File: src/rtl/reg_dump_sequencer_if.sv
// Byte-stream valid/ready link from the register dump sequencer to its TX sink.
// The master drives data/valid; the slave answers with ready.
interface reg_dump_sequencer_if #(
  parameter int unsigned NB_BYTE = 8
);
  logic [NB_BYTE-1:0] tx_data;
  logic               tx_valid;
  logic               tx_ready;

  modport master (output tx_data, output tx_valid, input tx_ready);
  modport slave  (input tx_data, input tx_valid, output tx_ready);
endinterface

File: src/rtl/reg_dump_sequencer.sv
// Halted-pipeline register dump: owns RF read port 1 and streams every register MSB-first as bytes.
// Optional trailing XOR checksum byte when REG_DUMP_CHECKSUM_EN is defined.
module reg_dump_sequencer #(
  parameter int unsigned LEN                  = 32,
  parameter int unsigned CANTIDAD_REGISTROS   = 32,
  parameter int unsigned NB_ADDRESS_REGISTROS = $clog2(CANTIDAD_REGISTROS),
  parameter int unsigned NB_BYTE              = 8
) (
  input  logic                            i_clk,
  input  logic                            i_rst,
  input  logic                            i_start,
  input  logic                            i_halted,
  input  logic [NB_ADDRESS_REGISTROS-1:0] i_rs_pipe,
  input  logic [LEN-1:0]                  i_read_data,
  output logic [NB_ADDRESS_REGISTROS-1:0] o_read_reg,
  output logic                            o_pipe_grant,
  reg_dump_sequencer_if.master            tx_if,
  output logic                            o_busy,
  output logic                            o_done,
  output logic                            o_abort
);

  localparam int unsigned NBYTES = LEN / NB_BYTE;
  localparam int unsigned NB_CNT = (NBYTES > 1) ? $clog2(NBYTES) : 1;
  localparam logic [NB_CNT-1:0]               LAST_BYTE = NB_CNT'(NBYTES - 1);
  localparam logic [NB_ADDRESS_REGISTROS-1:0] LAST_REG  =
      NB_ADDRESS_REGISTROS'(CANTIDAD_REGISTROS - 1);

  localparam logic [2:0] IDLE   = 3'd0;
  localparam logic [2:0] SELECT = 3'd1;
  localparam logic [2:0] SEND   = 3'd2;
  localparam logic [2:0] NEXT   = 3'd3;
  localparam logic [2:0] DONE   = 3'd4;
`ifdef REG_DUMP_CHECKSUM_EN
  localparam logic [2:0] CHECK  = 3'd5;
`endif

  logic [2:0]                      r_state;
  logic [2:0]                      w_state_next;
  logic [NB_ADDRESS_REGISTROS-1:0] r_index;
  logic [NB_CNT-1:0]               r_byte_cnt;
  logic [LEN-1:0]                  r_shift;
  logic                            r_abort;
  logic                            w_tx_valid;
  logic                            w_hs;
  logic                            w_abort;
  logic                            w_last_byte;
  logic                            w_last_reg;
  logic [NB_BYTE-1:0]              w_cur_byte;
`ifdef REG_DUMP_CHECKSUM_EN
  logic [NB_BYTE-1:0]              r_csum;
`endif

  assign w_cur_byte  = r_shift[LEN-1 -: NB_BYTE];
  assign w_last_byte = (r_byte_cnt == LAST_BYTE);
  assign w_last_reg  = (r_index == LAST_REG);

`ifdef REG_DUMP_CHECKSUM_EN
  assign w_tx_valid     = (r_state == SEND) || (r_state == CHECK);
  assign tx_if.tx_data  = (r_state == CHECK) ? r_csum : w_cur_byte;
`else
  assign w_tx_valid     = (r_state == SEND);
  assign tx_if.tx_data  = w_cur_byte;
`endif
  assign tx_if.tx_valid = w_tx_valid;
  assign w_hs           = w_tx_valid & tx_if.tx_ready;

  // DONE already reports completion, so losing i_halted there is not treated as an abort.
  assign w_abort = !i_halted && (r_state != IDLE) && (r_state != DONE);

  assign o_busy       = (r_state != IDLE);
  assign o_pipe_grant = !o_busy;
  assign o_done       = (r_state == DONE);
  assign o_abort      = r_abort;
  assign o_read_reg   = (r_state == IDLE) ? i_rs_pipe : r_index;

  always_comb begin
    w_state_next = r_state;
    case (r_state)
      IDLE:   if (i_start && i_halted) w_state_next = SELECT;
      SELECT: w_state_next = SEND;
      SEND:   if (w_hs && w_last_byte) w_state_next = NEXT;
`ifdef REG_DUMP_CHECKSUM_EN
      NEXT:   w_state_next = w_last_reg ? CHECK : SELECT;
      CHECK:  if (w_hs) w_state_next = DONE;
`else
      NEXT:   w_state_next = w_last_reg ? DONE : SELECT;
`endif
      DONE:   w_state_next = IDLE;
      default: w_state_next = IDLE;
    endcase
    if (w_abort) w_state_next = IDLE;
  end

  always_ff @(posedge i_clk) begin
    if (!i_rst) begin
      r_state    <= IDLE;
      r_index    <= '0;
      r_byte_cnt <= '0;
      r_shift    <= '0;
      r_abort    <= 1'b0;
    end else begin
      r_state <= w_state_next;
      r_abort <= w_abort;
      case (r_state)
        IDLE:   r_index <= '0;
        SELECT: begin
          r_shift    <= i_read_data;
          r_byte_cnt <= '0;
        end
        SEND: begin
          if (w_hs) begin
            r_shift    <= r_shift << NB_BYTE;
            r_byte_cnt <= r_byte_cnt + 1'b1;
          end
        end
        NEXT:   if (!w_last_reg) r_index <= r_index + 1'b1;
        DONE:   r_index <= '0;
        default: ;
      endcase
    end
  end

`ifdef REG_DUMP_CHECKSUM_EN
  always_ff @(posedge i_clk) begin
    if (!i_rst) begin
      r_csum <= '0;
    end else if (r_state == IDLE && i_start && i_halted) begin
      r_csum <= '0;
    end else if (r_state == SEND && w_hs) begin
      r_csum <= r_csum ^ w_cur_byte;
    end
  end
`endif

endmodule

File: src/flat_wrapper.sv
// flat-port wrapper written by rule: the top's interface ports become plain ports
module reg_dump_sequencer_flat 
#(
  parameter int unsigned LEN                  = 32,
  parameter int unsigned CANTIDAD_REGISTROS   = 32,
  parameter int unsigned NB_ADDRESS_REGISTROS = $clog2(CANTIDAD_REGISTROS),
  parameter int unsigned NB_BYTE              = 8
)
  (i_clk, i_rst, i_start, i_halted, i_rs_pipe, i_read_data, o_read_reg, o_pipe_grant, o_busy, o_done, o_abort, tx_if_tx_data, tx_if_tx_valid, tx_if_tx_ready);
  reg_dump_sequencer_if #(.NB_BYTE(NB_BYTE)) tx_if_i ();
  input  logic i_clk;
  input  logic i_rst;
  input  logic i_start;
  input  logic i_halted;
  input  logic [NB_ADDRESS_REGISTROS-1:0] i_rs_pipe;
  input  logic [LEN-1:0] i_read_data;
  output logic [NB_ADDRESS_REGISTROS-1:0] o_read_reg;
  output logic o_pipe_grant;
  output logic o_busy;
  output logic o_done;
  output logic o_abort;
  output wire logic [$bits(tx_if_i.tx_data)-1:0] tx_if_tx_data;
  output wire logic [$bits(tx_if_i.tx_valid)-1:0] tx_if_tx_valid;
  input wire logic [$bits(tx_if_i.tx_ready)-1:0] tx_if_tx_ready;
  assign tx_if_tx_data = tx_if_i.tx_data;
  assign tx_if_tx_valid = tx_if_i.tx_valid;
  assign tx_if_i.tx_ready = tx_if_tx_ready;
  reg_dump_sequencer #(.LEN(LEN), .CANTIDAD_REGISTROS(CANTIDAD_REGISTROS), .NB_ADDRESS_REGISTROS(NB_ADDRESS_REGISTROS), .NB_BYTE(NB_BYTE)) u_core (.i_clk(i_clk), .i_rst(i_rst), .i_start(i_start), .i_halted(i_halted), .i_rs_pipe(i_rs_pipe), .i_read_data(i_read_data), .o_read_reg(o_read_reg), .o_pipe_grant(o_pipe_grant), .tx_if(tx_if_i), .o_busy(o_busy), .o_done(o_done), .o_abort(o_abort));
endmodule
File: config.mk
export PLATFORM = sky130hd
export DESIGN_NAME = reg_dump_sequencer_flat
export DESIGN_NICKNAME = d
export VERILOG_FILES = /design/src/rtl/reg_dump_sequencer_if.sv /design/src/rtl/reg_dump_sequencer.sv /design/src/flat_wrapper.sv
export SDC_FILE = /design/constraint.sdc
export NUM_CORES = 1
export LEC_CHECK = 0
export ABC_AREA = 0
export CORE_MARGIN = 1.5
export CORE_UTILIZATION = 42
export DETAILED_ROUTE_END_ITERATION = 10
export PLACE_DENSITY = 0.75
export REMOVE_ABC_BUFFERS = 1
export SLEW_MARGIN = 20
export SYNTH_ARGS = -nofsm -noshare
export SYNTH_HDL_FRONTEND = slang
export SYNTH_SLANG_ARGS = --single-unit
export TNS_END_PERCENT = 50
File: constraint.sdc
create_clock -name i_clk -period 1.7 [get_ports i_clk]
set_input_delay 0.34 -clock i_clk [delete_from_list [all_inputs] [get_ports i_clk]]
set_output_delay 0.34 -clock i_clk [all_outputs]
set_load 0.02 [all_outputs]
==> results of run 1 <==
[sequential cells by signal, summed over array words and instances, names as in the netlist]
signal	cells
u_core.r_state	3
u_core.r_shift	32
u_core.r_index	5
u_core.r_byte_cnt	2
u_core.o_abort	1
[layer usage]
metal  vias to the layer above  share of wire (%)
met5                         -                  0
met4                         0               0.23
met2                        65                 46
met3                         2                6.6
li1                        897                  -
met1                       859                 47
[stage by stage]
stage,hold slack [ps],instance area (um^2),power [mW],utilization [%],setup TNS (ps)
detailed placement,452,2700,2.40,60.4,-2040
global route,488,2850,3.24,63.7,-791
CTS,471,2790,3.03,62.3,-503
finish,466,2850,3.07,63.8,-290
floorplan,412,1850,1.87,-,-19000
global placement,445,2700,2.38,60.4,-1600
[cell type report]
cell class                 instances  area [um^2]  area share [%]
multi-input combinational        129          997            35.0
sequential                        43          866            30.4
timing repair buffer              83          823            28.9
clock buffer                       5         68.8            2.41
tap                               52         65.1            2.28
clock inverter                     3         15.0           0.526
inverter                           4         15.0           0.526
antenna                            1         2.50          0.0877
[final timing paths]
kind / cells past startpoint / from / to
hold reg to reg: 1 / u_core.r_shift[25] / u_core.r_shift[25]
setup reg to reg: 6 / u_core.r_index[0] / u_core.r_index[3]
setup / recovery: 5 / u_core.r_state[2] / o_read_reg[0]
hold / removal: 1 / u_core.r_shift[25] / u_core.r_shift[25]
[power by group]
part           internal [mW]  switching, mW
clock network          0.282          0.349
registers               1.18         0.0899
logic                  0.651          0.522
total                   2.11          0.961
[critical path: cells and delay by family, from the launching register on]
kind | cells | cell delay (ps)
simple gates | 1 | 160
mux | 1 | 290
flops | 1 | 330
buf+inv | 3 | 390
[cells in the final DEF, fill, tap and decap left out, types with 3 or more instances in the layout]
master / netlist / routed
clkdlybuf4s50_1: 0 / 50
dfxtp_1: 43 / 39
nand2_1: 24 / 23
o221a_2: 22 / 22
buf_4: 9 / 17
o32a_1: 14 / 14
nor2_1: 11 / 11
o21a_1: 11 / 11
o22ai_1: 10 / 10
buf_6: 1 / 9
clkbuf_8: 0 / 5
a21oi_1: 4 / 4
dfxtp_2: 0 / 4
mux2_2: 4 / 3
inv_1: 4 / 3
clkinv_2: 0 / 3
buf_12: 0 / 3
[cell families after synthesis]
kind of cell               after synthesis
adders and majority gates                3
and+or+nand+nor                         48
buffers and inverters                   32
xor gates and xnor gates                 1
muxes                                    6
DFF                                     43
AOI/OAI and AO/OA                       71
[what timing repair did]
item,in CTS,in global routing
resized for setup,43,24
buffers inserted,2,0
pin swaps,3,3
endpoints found under the setup margin,21,41
==> impl_metrics.tcl, run 1 <==
set metrics [dict create \
    status "finished with violations" \
    violations "setup timing" \
    die_h_um 72.0 \
    cap_violations 0 \
    drc_errors 0 \
    start_util_pct 44.7 \
    num_vias 1823 \
    maxSlewViolCount 0 \
    track_usage_pct 18.8 \
    grt_use_met3_pct 5.28 \
    synth_commonest_cells "43 x dfxtp_1, 24 x nand2_1, 22 x o221a_2" \
    grt_util_met2_pct 30.8 \
    ys_top_cells_by_area "dfxtp_1 43%, o221a_2 12%, o32a_1 7.0%" \
    cts_tree "built" \
    irDropWorstVdd_mv 0.492 \
    nets 311 \
    slew_headroom_pct 64.5 \
    synth_top_family_by_area "compound AO/OA/AOI/OAI gates" \
    worst-path-max-fanout 5 \
    cp_data_required_time_ps 1360 \
    finalSetupViolations 5 \
    busiest_layer "met2" \
    antenna_found_initial 0 \
    dieWidth_um 72.0 \
    cts.reportedPaths.clkPinSlew_ps 80 \
    path_cells "nor3_2 -> buf_4 -> buf_6 -> mux2_4 -> buf_6" \
    fin_worst_skew_ps 4.69 \
    grt_overflow 0 \
    antenna_left 0 \
    synth.avg_cell_area_um2 9.81 \
    grt_pass1_wl_um 7790 \
    r2r_setup_slack_ps 30 \
    rsz0062_at_grt "true" \
    drtIter0Drc 156 \
    max_freq_mhz 553 \
    p_per_area_nw_per_um2 1080 \
    clockBufferDepth 2 \
    synthSimpleGateAreaFrac_pct 11.5 \
    endpoint_kind "output pin" \
    place_hpwl_um 3250 \
    path_class "reg2out" \
    drt_pass1_iterations 4 \
    muxShareOfSynthArea_pct 3.25 \
    wl_per_cell_um 14.7 \
    final_layout_size_suffix_gt1_share_pct 30.3 \
    htree_levels 2 \
    crit_slowest_cell "dfxtp_2" \
    row_count 24 \
    leakage_nw 1.09 \
    hold_viol 0 \
    grt_pass1_vias 1723 \
    synth_ff_type "dfxtp_1" \
    met1_usage_pct 24.9 \
    async_flop_share_pct 0 \
    dp_slack_ps -183 \
    fp.dieArea_um2 5190 \
    vias_per_cell 5.70 \
    final_cells 320 \
    area_growth_pct 42.5 \
    synth_edf_count 0 \
    cts_buffers 5 \
    place.gp.congestion 0.804 \
    grt_max_degree 44 \
    core_um2 4470 \
    n_fill_cell 382 \
    synth_xor_area_share_pct 0.437 \
    path_common_cell "buf_6" \
    syn-cell-area_um2 2000 \
    hp-class "reg2reg" \
    synth_top_cell_area_share_pct 43.0 \
    synthAdderAreaFrac_pct 1.88 \
    arrival_ps 1470 \
    layout_worst_path_cycle_share_pct 106 \
    ys_seq_area_share_pct 43.0 \
    ys_warn_count 0 \
    yosys.area.top_type "dfxtp_1" \
    tightest_slew_ps 532 \
    synthMostInstantiatedCell "dfxtp_1" \
    ys_seq_elements 43 \
    syn_inst 204 \
    numClockSinks 43 \
    clk_latency_ps 290 \
    cts_root_buffer "clkbuf_8" \
    wirelength_um 4710 \
    setup_ws_ps -109 \
    setup.worst_path.start_class "flop" \
    port_buffers 59 \
    synth_cell_types 36 \
    finalCriticalPeriod_ps 1810 \
    synth_compound_area_share_pct 31.4 \
    max_stage_delay_ps 330 \
    cts_hold_buf 0 \
    num_io_pins 60 \
    dp.cells 309 \
]
Power figures use the tool's default switching activity.
==> inputs of run 2 (changes only) <==
--- a/config.mk
+++ b/config.mk
@@ -9,6 +9,7 @@
 export CORE_MARGIN = 1.5
 export CORE_UTILIZATION = 42
 export DETAILED_ROUTE_END_ITERATION = 10
+export GPL_TIMING_DRIVEN = 0
 export PLACE_DENSITY = 0.75
 export REMOVE_ABC_BUFFERS = 1
 export SLEW_MARGIN = 20
==> impl_metrics.tcl, run 2 (same netlist as run 1, synthesis figures left out) <==
set metrics [dict create \
    num_io_pins 60 \
    port_buffers 59 \
    r2r_cells 7 \
    layout_worst_path_cycle_share_pct 106 \
    endpoint_kind "output pin" \
    status "finished with violations" \
    row_count 24 \
    r2r_start "u_core.r_index[0]" \
    htree_levels 2 \
    cts_buffers 5 \
    regMostFlops "u_core.r_shift" \
    setup_ws_ps -105 \
    finalSetupViolations 8 \
    fin_worst_skew_ps 7.88 \
    cap_violations 0 \
    n_antenna_cell 0 \
    p_per_area_nw_per_um2 1120 \
    area_growth_pct 45.3 \
    vias_per_cell 5.80 \
    arrival_ps 1460 \
    track_usage_pct 20.3 \
    dp.cells 287 \
    clockBufferDepth 2 \
    total_power_mw 3.26 \
    num_vias 1840 \
    fin_area_um2 2910 \
    wirelength_um 5080 \
    cp-startpoint "u_core.r_state[2]" \
    tightest_slew_ps 749 \
    max_freq_mhz 554 \
    antenna_found_initial 0 \
    layout_commonest_cell "clkdlybuf4s50_1" \
    hold_viol 0 \
    setup.worst_path.start_class "flop" \
    clk_latency_ps 300 \
    final_layout_size_suffix_gt1_share_pct 31.3 \
    drtIter0Drc 120 \
    place_hpwl_um 2860 \
    start_util_pct 44.7 \
    place.gp.congestion 0.694 \
    maxSlewViolCount 0 \
    seq_area_um2 877 \
    drt_pass1_iterations 4 \
    final_cell_mix "49 x clkdlybuf4s50_1, 38 x dfxtp_1, 22 x o221a_2" \
    nets 309 \
    n_fill_cell 366 \
    irDropWorstVdd_mv 0.578 \
    largestRegisters "u_core.r_shift (32), u_core.r_index (5), u_core.r_state (3)" \
    r2r_setup_slack_ps -50 \
    final.setup.tns_ps -499 \
    grt_pass1_wl_um 8260 \
    multiInputGateArea_um2 1100 \
    cp_data_required_time_ps 1360 \
    fin_hold_ws_ps 466 \
    grt_overflow 0 \
    numClockSinks 43 \
    die_h_um 72.0 \
    cts_hold_buf 0 \
    r2r-end "u_core.r_index[2]" \
    wl_per_cell_um 16.0 \
    final_cells 317 \
    drc_errors 0 \
    cts_root_buffer "clkbuf_8" \
    worst-path-max-fanout 4 \
    violations "setup timing" \
    path_class "reg2out" \
    cts_tree "built" \
    slew_headroom_pct 50.0 \
    endpoint "o_read_reg[0]" \
    placed_area_um2 2500 \
    core_um2 4470 \
    largest_register_ffs 32 \
    finalCriticalPeriod_ps 1800 \
    hp-class "reg2reg" \
    rsz0062_at_grt "true" \
    cts.reportedPaths.clkPinSlew_ps 90 \
    dieWidth_um 72.0 \
    leakage_nw 1.12 \
    fp.dieArea_um2 5190 \
    grt_max_degree 46 \
    grt_pass1_vias 1712 \
    antenna_left 0 \
]
## run 2: power by group
part           internal, mW  total, mW  switching [mW]
sequential             1.18       1.29           0.110
clock                 0.475      0.830           0.354
combinational         0.610       1.14           0.534
total                  2.27       3.26           0.999
## run 2: final cells by class
cell class	instances	share of cell area [%]
repair buffers	79	25.2
clock inverters	2	1.20
multi-input cells	131	37.8
inverters	4	0.516
clock buffers	6	2.84
well taps	52	2.24
flip-flops and latches	43	30.2
## run 2: per-layer routing
metal | global-route usage, % | routed length (um) | up-vias | part of all wire, %
met5 | 0 | 0 | - | 0
met4 | 6.92 | 72 | 0 | 1.4
met3 | 3.75 | 327 | 7 | 6.4
met2 | 32.6 | 2400 | 77 | 47
met1 | 27.7 | 2270 | 858 | 45
li1 | - | - | 898 | -
## run 2: worst max-delay path: stages (launching register included)
cell     delay, ps
dfxtp_4        370
nor3_4         230
buf_6          140
mux2_4         290
buf_6          130
## run 2: worst min path at each step
stage / depth (start not counted) / slack (ps) / start / end
floorplan: 1 / 410 / i_halted / u_core.o_abort
global placement: 1 / 450 / u_core.r_shift[31] / u_core.r_shift[31]
detailed placement: 1 / 450 / u_core.r_shift[26] / u_core.r_shift[26]
CTS: 1 / 470 / u_core.r_shift[26] / u_core.r_shift[26]
global route: 1 / 480 / u_core.r_shift[26] / u_core.r_shift[26]
finish: 1 / 470 / u_core.r_shift[28] / u_core.r_shift[28]
## run 2: timing repair
| item | in CTS | in global routing |
|---|---|---|
| cloned | 2 | 0 |
| endpoints found under the setup margin | 47 | 37 |
| gates resized for setup | 44 | 35 |
| setup buffers | 8 | 12 |
| pin swaps | 4 | 3 |
## run 2: through the flow
step | setup slack [ps] | utilization, %
after global placement | -1390 | 55.9
final | -105 | 65.0
after CTS | -137 | 61.4
after global routing | -150 | 65.0
after floorplan | -625 | -
after detailed placement | -1360 | 55.8
==> inputs of run 3 (changes only) <==
--- a/config.mk
+++ b/config.mk
@@ -9,6 +9,7 @@
 export CORE_MARGIN = 1.5
 export CORE_UTILIZATION = 42
 export DETAILED_ROUTE_END_ITERATION = 10
+export GPL_ROUTABILITY_DRIVEN = 0
 export GPL_TIMING_DRIVEN = 0
 export PLACE_DENSITY = 0.75
 export REMOVE_ABC_BUFFERS = 1
==> results of run 3 <==
No change in the layout: final DEF, timing and power equal those of run 2.
